**config.mk**
```make
export PLATFORM = sky130hd
export DESIGN_NAME = led_button_conditioner
export DESIGN_NICKNAME = d
export VERILOG_FILES = /design/src/rtl/led_game_pkg.sv /design/src/rtl/debounce_channel.sv /design/src/rtl/led_button_conditioner.sv
export SDC_FILE = /design/constraint.sdc
export NUM_CORES = 1
export LEC_CHECK = 0
export CELL_PAD_IN_SITES_DETAIL_PLACEMENT = 0
export CELL_PAD_IN_SITES_GLOBAL_PLACEMENT = 1
export CORE_MARGIN = 4
export CORE_UTILIZATION = 40
export CTS_CLUSTER_DIAMETER = 60
export DETAILED_ROUTE_END_ITERATION = 16
export GPL_ROUTABILITY_DRIVEN = 0
export PLACE_DENSITY = 0.77
export REMOVE_ABC_BUFFERS = 1
export SLEW_MARGIN = 0
export SYNTH_ARGS = -nofsm -noshare
export SYNTH_HDL_FRONTEND = slang
export SYNTH_HIERARCHICAL = 1
export SYNTH_SLANG_ARGS = --single-unit
```
**constraint.sdc**
```tcl
create_clock -name clock -period 1.4 [get_ports clock]
set_input_delay 0.28 -clock clock [delete_from_list [all_inputs] [get_ports clock]]
set_output_delay 0.28 -clock clock [all_outputs]
set_load 0.005 [all_outputs]
```
**src/rtl/led_game_pkg.sv**
```systemverilog
// Shared constants for the LED game input path: button count, button indices and
// debounce/auto-repeat defaults.
package led_game_pkg;

  localparam int unsigned NUM_BUTTONS_DEF     = 7;
  localparam int unsigned DEBOUNCE_CYCLES_DEF = 1000;
  localparam int unsigned REPEAT_DELAY_DEF    = 50000;
  localparam int unsigned REPEAT_PERIOD_DEF   = 10000;

  localparam int unsigned BTN_0 = 0;
  localparam int unsigned BTN_1 = 1;
  localparam int unsigned BTN_2 = 2;
  localparam int unsigned BTN_3 = 3;
  localparam int unsigned BTN_4 = 4;
  localparam int unsigned BTN_5 = 5;
  localparam int unsigned BTN_6 = 6;

  typedef enum logic [0:0] {
    RepDelay,
    RepPeriod
  } rep_phase_e;

  function automatic int unsigned max_u(input int unsigned a, input int unsigned b);
    return (a > b) ? a : b;
  endfunction

endpackage

```
**src/rtl/debounce_channel.sv**
```systemverilog
// One button channel: 2-flop synchronizer, debounce counter, stable level and press pulse.
// Auto-repeat pulses are added when LED_BTN_REPEAT_EN is defined.
module debounce_channel
  import led_game_pkg::*;
#(
  parameter int unsigned DEBOUNCE_CYCLES = DEBOUNCE_CYCLES_DEF,
  parameter int unsigned REPEAT_DELAY    = REPEAT_DELAY_DEF,
  parameter int unsigned REPEAT_PERIOD   = REPEAT_PERIOD_DEF
) (
  input  logic clock,
  input  logic reset,
  input  logic raw_i,
  output logic level_o,
  output logic pulse_o
);

  localparam int unsigned CntW = $clog2(DEBOUNCE_CYCLES + 1);
  localparam logic [CntW-1:0] CntLast = CntW'(DEBOUNCE_CYCLES - 1);

  logic            sync1_q, sync2_q;
  logic            stable_q, stable_d;
  logic            pulse_q, pulse_d;
  logic [CntW-1:0] cnt_q, cnt_d;
  logic            accept;
  logic            press_accept;
  logic            release_accept;

  assign accept         = (sync2_q != stable_q) && (cnt_q == CntLast);
  assign press_accept   = accept & sync2_q;
  assign release_accept = accept & ~sync2_q;

  always_comb begin
    cnt_d    = cnt_q;
    stable_d = stable_q;
    if (sync2_q == stable_q) begin
      cnt_d = '0;
    end else if (cnt_q == CntLast) begin
      stable_d = sync2_q;
      cnt_d    = '0;
    end else begin
      cnt_d = cnt_q + 1'b1;
    end
  end

`ifdef LED_BTN_REPEAT_EN
  localparam int unsigned RepW = $clog2(max_u(REPEAT_DELAY, REPEAT_PERIOD) + 1);
  localparam logic [RepW-1:0] DelayLast  = RepW'(REPEAT_DELAY - 1);
  localparam logic [RepW-1:0] PeriodLast = RepW'(REPEAT_PERIOD - 1);

  logic [RepW-1:0] rep_cnt_q, rep_cnt_d;
  rep_phase_e      rep_phase_q, rep_phase_d;
  logic            rep_fire;

  // Counter restarts on every fresh press and is held clear while released or releasing.
  always_comb begin
    rep_cnt_d   = rep_cnt_q;
    rep_phase_d = rep_phase_q;
    rep_fire    = 1'b0;
    if (press_accept || !stable_q || release_accept) begin
      rep_cnt_d   = '0;
      rep_phase_d = RepDelay;
    end else if (rep_cnt_q == ((rep_phase_q == RepDelay) ? DelayLast : PeriodLast)) begin
      rep_fire    = 1'b1;
      rep_cnt_d   = '0;
      rep_phase_d = RepPeriod;
    end else begin
      rep_cnt_d = rep_cnt_q + 1'b1;
    end
  end

  always_ff @(posedge clock or posedge reset) begin
    if (reset) begin
      rep_cnt_q   <= '0;
      rep_phase_q <= RepDelay;
    end else begin
      rep_cnt_q   <= rep_cnt_d;
      rep_phase_q <= rep_phase_d;
    end
  end

  assign pulse_d = press_accept | rep_fire;
`else
  logic unused_repeat_cfg;
  assign unused_repeat_cfg = ^{32'(REPEAT_DELAY), 32'(REPEAT_PERIOD)};
  assign pulse_d = press_accept;
`endif

  always_ff @(posedge clock or posedge reset) begin
    if (reset) begin
      sync1_q  <= 1'b0;
      sync2_q  <= 1'b0;
      stable_q <= 1'b0;
      cnt_q    <= '0;
      pulse_q  <= 1'b0;
    end else begin
      sync1_q  <= raw_i;
      sync2_q  <= sync1_q;
      stable_q <= stable_d;
      cnt_q    <= cnt_d;
      pulse_q  <= pulse_d;
    end
  end

  assign level_o = stable_q;
  assign pulse_o = pulse_q;

endmodule

```
**src/rtl/led_button_conditioner.sv**
```systemverilog
// Debounces the raw push-button lines into clean levels and single-cycle press events.
// Optional auto-repeat is enabled by defining LED_BTN_REPEAT_EN.
module led_button_conditioner
  import led_game_pkg::*;
#(
  parameter int unsigned NUM_BUTTONS     = NUM_BUTTONS_DEF,
  parameter int unsigned DEBOUNCE_CYCLES = DEBOUNCE_CYCLES_DEF,
  parameter int unsigned REPEAT_DELAY    = REPEAT_DELAY_DEF,
  parameter int unsigned REPEAT_PERIOD   = REPEAT_PERIOD_DEF
) (
  input  logic                   clock,
  input  logic                   reset,
  input  logic [NUM_BUTTONS-1:0] raw_buttons,
  output logic [NUM_BUTTONS-1:0] buttons_level,
  output logic [NUM_BUTTONS-1:0] press_pulse,
  output logic                   any_press
);

  for (genvar i = 0; i < NUM_BUTTONS; i++) begin : g_chan
    debounce_channel #(
      .DEBOUNCE_CYCLES(DEBOUNCE_CYCLES),
      .REPEAT_DELAY   (REPEAT_DELAY),
      .REPEAT_PERIOD  (REPEAT_PERIOD)
    ) u_chan (
      .clock  (clock),
      .reset  (reset),
      .raw_i  (raw_buttons[i]),
      .level_o(buttons_level[i]),
      .pulse_o(press_pulse[i])
    );
  end

  assign any_press = |press_pulse;

endmodule

```
==> flow_summary.yaml, run 1 <==
outcome:
  outcome: "finished with violations"
  violations: "setup timing"
final_layout:
  nFillCells: 1041
  fin_area_mm2: 0.00624
  syn2layout_area_growth_pct: 33.9
  final_cell_mix: "85 x buf_4, 84 x dfrtp_1, 83 x nor2_1, 28 x nand3_1, 28 x xnor2_1"
  final_nets: 561
  layout-drive-gt1-share_pct: 38.9
  layout_commonest_cell: "buf_4"
  diodes: 0
hold_path:
  hold_path.class: "input port to asynchronous set/reset pin"
sta:
  setup_viol: 1
  setup_slack_ns: -0.205
  tightest_slew_ns: 0.300
  fin_crit_ns: 1.61
  finClkSkew_ns: 0.00551
  rsz0062_at_grt: "yes"
  fin_hold_ws_ns: 0.302
  post-route-period-util_pct: 115
  fmax_ghz: 0.623
  hold_viol_final: 0
  finalMaxSlewViolations: 0
  finalSetupTns_ns: -0.205
  maxSlewHeadroom_pct: 80.0
grt:
  antenna_found_initial: 0
  grt_first_pass_wirelength_mm: 16.2
  grt_max_degree: 17
  grt_pass1_vias: 3537
  grtUsageTotal_pct: 15.2
  grt_overflow_total: 0
synth:
  synth_sequential_area_ratio_pct: 52.7
  ys.warnings.count: 6
  synthesis.area_mm2: 0.00466
  synthCells: 423
  yosysUniqueCellTypes: 26
  ys_ff_latch: 98
  syn_avg_cell_area_um2: 11.0
worst_setup_path:
  path_max_fanout: 2
  cp_cell_sequence: "nor4_4 -> nand2_1 -> buf_2"
  r2r_end: "g_chan[5].u_chan/level_o$_DFFE_PP0P_"
  crit_type: "flop to output pin"
  critPathLaunch: "g_chan[2].u_chan/pulse_o$_DFF_PP0_"
  end_kind: "output pin"
  endpoint: "any_press"
  max_stage_delay_ns: 0.42
  start_kind: "flop"
  ff2ff_setup_slack_ns: 0.01
  reg2reg_depth: 4
  worstPathRequired_ns: 1.12
  r2r-start: "g_chan[5].u_chan/cnt_q[1]$_DFF_PP0_"
  critPathArrivalTime_ns: 1.33
  cp_slowest_cell: "dfrtp_1"
detailed_routing:
  via_per_inst: 4.96
  wl_per_cell_um: 13.7
  ant_nets: 0
  wirelength_mm: 9.52
  drtIter0Drc: 134
  drt-pass1-iter-count: 4
  num_vias: 3436
  post-route-drc-count: 0
clocking:
  ctsRootBufferMaster: "clkbuf_16"
  htree_num_levels: 3
  cts_max_path_buffers: 2
  numCtsBuffers: 9
  clk_pin_slew_ns: 0.06
  cts_tree: "built"
  clkSinkCount: 98
  clk-insertion-delay-late_ns: 0.35
pwr:
  p_leak_nw: 2.78
  p_sw_share_pct: 22.3
  vdd_ir_drop_max_uv: 851
  clkPwrFrac_pct: 43.0
  netSwitchingPower_mw: 1.32
  p_int_mw: 4.58
  pwr-share-seq_pct: 50.2
  pwr-share-comb_pct: 6.8
  power.density_mw_per_mm2: 946
floorplanning:
  pin_count: 24
  die_x_um: 116
  die_h_um: 116
  core_mm2: 0.0114
  die_area_mm2: 0.0134
  core.rowCount: 39
  initial_core_util_pct: 40.8
placed_design:
  dp_hpwl_mm: 6.59
  io_buffers: 23
  place_area_mm2: 0.00553
  dpl_worst_slack_ns: -0.193
run:
  drv_cap: 0
## area by class of cell
cell class | instances | area [um2] | area share, %
Timing Repair Buffer | 111 | 891 | 14.3
Sequential cell | 98 | 2470 | 39.6
Inverter | 21 | 78.8 | 1.26
Clock inverter | 5 | 61.3 | 0.983
Clock buffer | 11 | 253 | 4.05
Tap cell | 143 | 179 | 2.87
Multi-Input combinational cell | 304 | 2300 | 37.0
## synth_stat cells
cell / number / area share (%)
o21ai_0: 7 / 0.75
nand4_2: 7 / 1.9
xor2_1: 14 / 2.6
mux2_1: 7 / 1.7
nand3_2: 7 / 1.5
nor2_1: 84 / 6.8
or2_4: 7 / 1.3
ha_1: 7 / 1.9
nor3_2: 7 / 1.5
nand2_1: 8 / 0.64
xnor2_1: 28 / 5.3
and3b_1: 7 / 1.3
o221a_2: 7 / 1.7
a31oi_1: 7 / 0.94
inv_1: 21 / 1.7
dfrtp_1: 98 / 53
a21oi_1: 21 / 2.3
nor4_4: 7 / 3.2
a31o_2: 7 / 1.3
nand3_1: 28 / 3.0
nand2_2: 7 / 0.94
nor3_1: 1 / 0.11
nor4_1: 1 / 0.13
o221a_1: 7 / 1.7
nor2_2: 14 / 1.9
nand2b_2: 7 / 1.3
## worst min-delay path by stage
stage                                        from  cells past startpoint  slack (ns)                                  end
6_report                                    reset                      2        0.30   g_chan[0].u_chan/pulse_o$_DFF_PP0_
2_1_floorplan                               reset                      1        0.17  g_chan[0].u_chan/cnt_q[0]$_DFF_PP0_
4_1_cts                                     reset                      2        0.29   g_chan[1].u_chan/pulse_o$_DFF_PP0_
3_3_place_gp   g_chan[5].u_chan/sync1_q$_DFF_PP0_                      0        0.33   g_chan[5].u_chan/sync2_q$_DFF_PP0_
5_1_grt                                     reset                      2        0.30   g_chan[0].u_chan/pulse_o$_DFF_PP0_
3_5_place_dp   g_chan[0].u_chan/sync1_q$_DFF_PP0_                      0        0.34   g_chan[0].u_chan/sync2_q$_DFF_PP0_
## timing repair
| action | 4_1_cts | 5_1_grt |
|---|---|---|
| resized for setup | 38 | 53 |
| pin swaps | 7 | 6 |
| buffers inserted | 21 | 11 |
| setup endpoints to repair | 21 | 36 |
| hold buffers | 0 | 0 |
## metrics by stage
stage               cells  total power [mW]  utilization, %
global route          693              6.18            54.6
detailed placement    651              3.39            48.4
floorplan             423              3.20               -
global placement      651              3.38            48.4
CTS                   686              5.97            52.3
finish                693              5.90            54.6
## worst max-delay path, delay by kind of cell (launching register included)
| family | cells | cell delay, ns |
|---|---|---|
| flops | 1 | 0.42 |
| buf+inv | 1 | 0.14 |
| simple gates | 2 | 0.43 |
## state kept, by name (all words and copies together), names as in the netlist
name / cells
g_chan.u_chan/cnt_q: 70
g_chan.u_chan/sync1_q: 7
g_chan.u_chan/level_o: 7
g_chan.u_chan/sync2_q: 7
g_chan.u_chan/pulse_o: 7
## logic make-up after synthesis
kind of cell	synth area share [%]
xor gates and xnor gates	7.90
AOI/OAI and AO/OA	8.65
DFF	52.7
adders and majority gates	1.88
buffers and inverters	1.69
muxes	1.69
and+or+nand+nor	25.5
## metal layers
metal / wire length (um) / global-route usage, % / vias to the layer above / share of wire (%)
met1: 4210 / 19.4 / 1662 / 44
met2: 4820 / 24.7 / 49 / 51
li1: - / - / 1708 / -
met4: 175 / 4.87 / 0 / 1.8
met3: 320 / 5.01 / 17 / 3.4
met5: 0 / 0 / - / 0
## power groups by stage
stage / clock network [mW] / registers [mW] / logic (mW)
final: 2.54 / 2.96 / 0.400
after global routing: 2.76 / 2.97 / 0.456
after CTS: 2.63 / 2.95 / 0.388
after detailed placement: 0 / 3.01 / 0.386
after global placement: 0 / 3.00 / 0.377
after floorplan: 0 / 3.01 / 0.190
No activity file was read; power rests on OpenSTA's default activity.
==> run 2: changes to the inputs <==
Settings changed: MAX_ROUTING_LAYER from default to met4.
==> run 2 against run 1 <==
  * The flow still finishes with violations (setup timing)
  * Die area did not move
  * Utilization did not move
  * Wire length rose by 0.21%
  * Combinational power barely moved
  * Fmax rose by 0.13%
  * First-iteration DRC count fell by 8.2%
  * Final cell count did not move
  * Clock power barely moved
  * Worst hold slack got worse by 0.00086 ns
  * Count of clock-buffer cells in the layout did not move
  * Clock skew barely moved
  * Non-clock buffer count did not move
==> flow_summary.yaml, run 2 (synthesis gave the netlist of run 1 again) <==
sta:
  fin_crit_ns: 1.60
  hold_viol_final: 0
  fmax_ghz: 0.624
  finClkSkew_ns: 0.00549
  maxSlewHeadroom_pct: 79.9
  fin_hold_ws_ns: 0.301
  tightest_slew_ns: 0.300
  setup_viol: 1
  rsz0062_at_grt: "yes"
  setup_slack_ns: -0.203
  post-route-period-util_pct: 115
  finalMaxSlewViolations: 0
worst_setup_path:
  cp_cell_sequence: "nor4_4 -> nand2_1 -> buf_2"
  path_max_fanout: 2
  end_kind: "output pin"
  crit_type: "flop to output pin"
  cp_slowest_cell: "dfrtp_1"
  critPathTopFamily: "flip-flops"
  worstPathRequired_ns: 1.12
  critPathLaunch: "g_chan[2].u_chan/pulse_o$_DFF_PP0_"
  r2r-start: "g_chan[5].u_chan/cnt_q[1]$_DFF_PP0_"
  path_buf_inv: 1
  start_kind: "flop"
  critPathArrivalTime_ns: 1.32
  max_stage_delay_ns: 0.42
final_layout:
  largest_register_ffs: 70
  final_nets: 561
  layoutNonFillerInstCount: 693
  regMostFlops: "g_chan.u_chan/cnt_q"
  nFillCells: 1041
  syn2layout_area_growth_pct: 33.9
  diodes: 0
  layout_commonest_cell: "buf_4"
  layout-drive-gt1-share_pct: 38.9
  final_cell_mix: "85 x buf_4, 84 x dfrtp_1, 83 x nor2_1, 28 x nand3_1, 28 x xnor2_1"
pwr:
  netSwitchingPower_mw: 1.32
  p_leak_nw: 2.78
  power.density_mw_per_mm2: 946
  pwr-share-comb_pct: 6.8
  clkPwrFrac_pct: 43.0
  pwr-share-seq_pct: 50.2
  p_sw_share_pct: 22.4
  vdd_ir_drop_max_uv: 849
  p_int_mw: 4.58
placed_design:
  io_buffers: 23
  dp_hpwl_mm: 6.59
  placed_cells: 651
clocking:
  cts_tree: "built"
  cts_max_path_buffers: 2
  clkSinkCount: 98
  clk-insertion-delay-late_ns: 0.35
  ctsRootBufferMaster: "clkbuf_16"
  numCtsBuffers: 9
  clk_pin_slew_ns: 0.06
  htree_num_levels: 3
outcome:
  outcome: "finished with violations"
  violations: "setup timing"
detailed_routing:
  drtIter0Drc: 123
  ant_nets: 0
  num_vias: 3424
  wirelength_mm: 9.54
  drt-pass1-iter-count: 5
  post-route-drc-count: 0
  via_per_inst: 4.94
  wl_per_cell_um: 13.8
floorplanning:
  initial_core_util_pct: 40.8
  die_h_um: 116
  die_area_mm2: 0.0134
  die_x_um: 116
  core_mm2: 0.0114
  core.rowCount: 39
  pin_count: 24
hold_path:
  hold_path.class: "input port to asynchronous set/reset pin"
grt:
  grt_overflow_total: 0
  grt_max_degree: 17
  grtUsageTotal_pct: 15.7
  antenna_found_initial: 0
  grt_first_pass_wirelength_mm: 16.2
  grt_pass1_vias: 3526
run:
  drv_cap: 0
[run 2: cell counts in the layout (fill, tap and decap cells not counted)]
No cell type changed its count.
[run 2: per-layer routing]
| layer | part of all wire [%] | vias up | GRT usage, % |
|---|---|---|---|
| met1 | 45 | 1659 | 19.5 |
| li1 | - | 1706 | - |
| met2 | 50 | 43 | 24.6 |
| met5 | 0 | - | - |
| met4 | 1.8 | 0 | 4.87 |
| met3 | 3.3 | 16 | 4.96 |
[run 2: repair_timing]
action / 4_1_cts / 5_1_grt
setup buffers: 21 / 11
gates resized for setup: 38 / 53
hold buffers: 0 / 0
pin swaps: 7 / 6
hold endpoints to repair: 0 / 0
setup endpoints to repair: 21 / 36
cloned: 0 / 0
[run 2: area by class of cell]
class                           count  area [um2]  share of cell area [%]
Sequential cell                    98        2470                    39.6
Multi-Input combinational cell    304        2300                    37.0
Timing Repair Buffer              111         891                    14.3
Clock buffer                       11         253                    4.05
Tap cell                          143         179                    2.87
Inverter                           21        78.8                    1.26
Clock inverter                      5        61.3                   0.983
[run 2: final timing paths]
kind / depth (start not counted) / end / slack, ns
worst max-delay path: 3 / any_press / -0.20
worst min-delay path: 2 / g_chan[0].u_chan/pulse_o$_DFF_PP0_ / 0.30
worst max register to register: 4 / g_chan[5].u_chan/level_o$_DFFE_PP0P_ / 0.01
worst min register to register: 0 / g_chan[5].u_chan/sync2_q$_DFF_PP0_ / 0.35
max in group asynchronous: 3 / g_chan[2].u_chan/cnt_q[2]$_DFF_PP0_ / 0.72
min in group clock: 0 / g_chan[5].u_chan/sync2_q$_DFF_PP0_ / 0.35
[run 2: stage by stage]
stage | total power, mW | utilization (%) | TNS (ns) | area, um2 | setup slack (ns)
floorplan | 3.20 | - | -0.282 | 4660 | -0.0403
global placement | 3.38 | 48.4 | -0.165 | 5530 | -0.165
detailed placement | 3.39 | 48.4 | -0.236 | 5530 | -0.193
CTS | 5.97 | 52.3 | -0.211 | 5980 | -0.211
global route | 6.19 | 54.6 | -0.377 | 6240 | -0.269
finish | 5.90 | 54.6 | -0.203 | 6240 | -0.203
[run 2: power groups by stage]
stage	combinational, mW	sequential (mW)	clock (mW)
floorplan	0.190	3.01	0
global placement	0.377	3.00	0
detailed placement	0.386	3.01	0
CTS	0.388	2.95	2.63
global route	0.456	2.97	2.76
finish	0.400	2.96	2.54
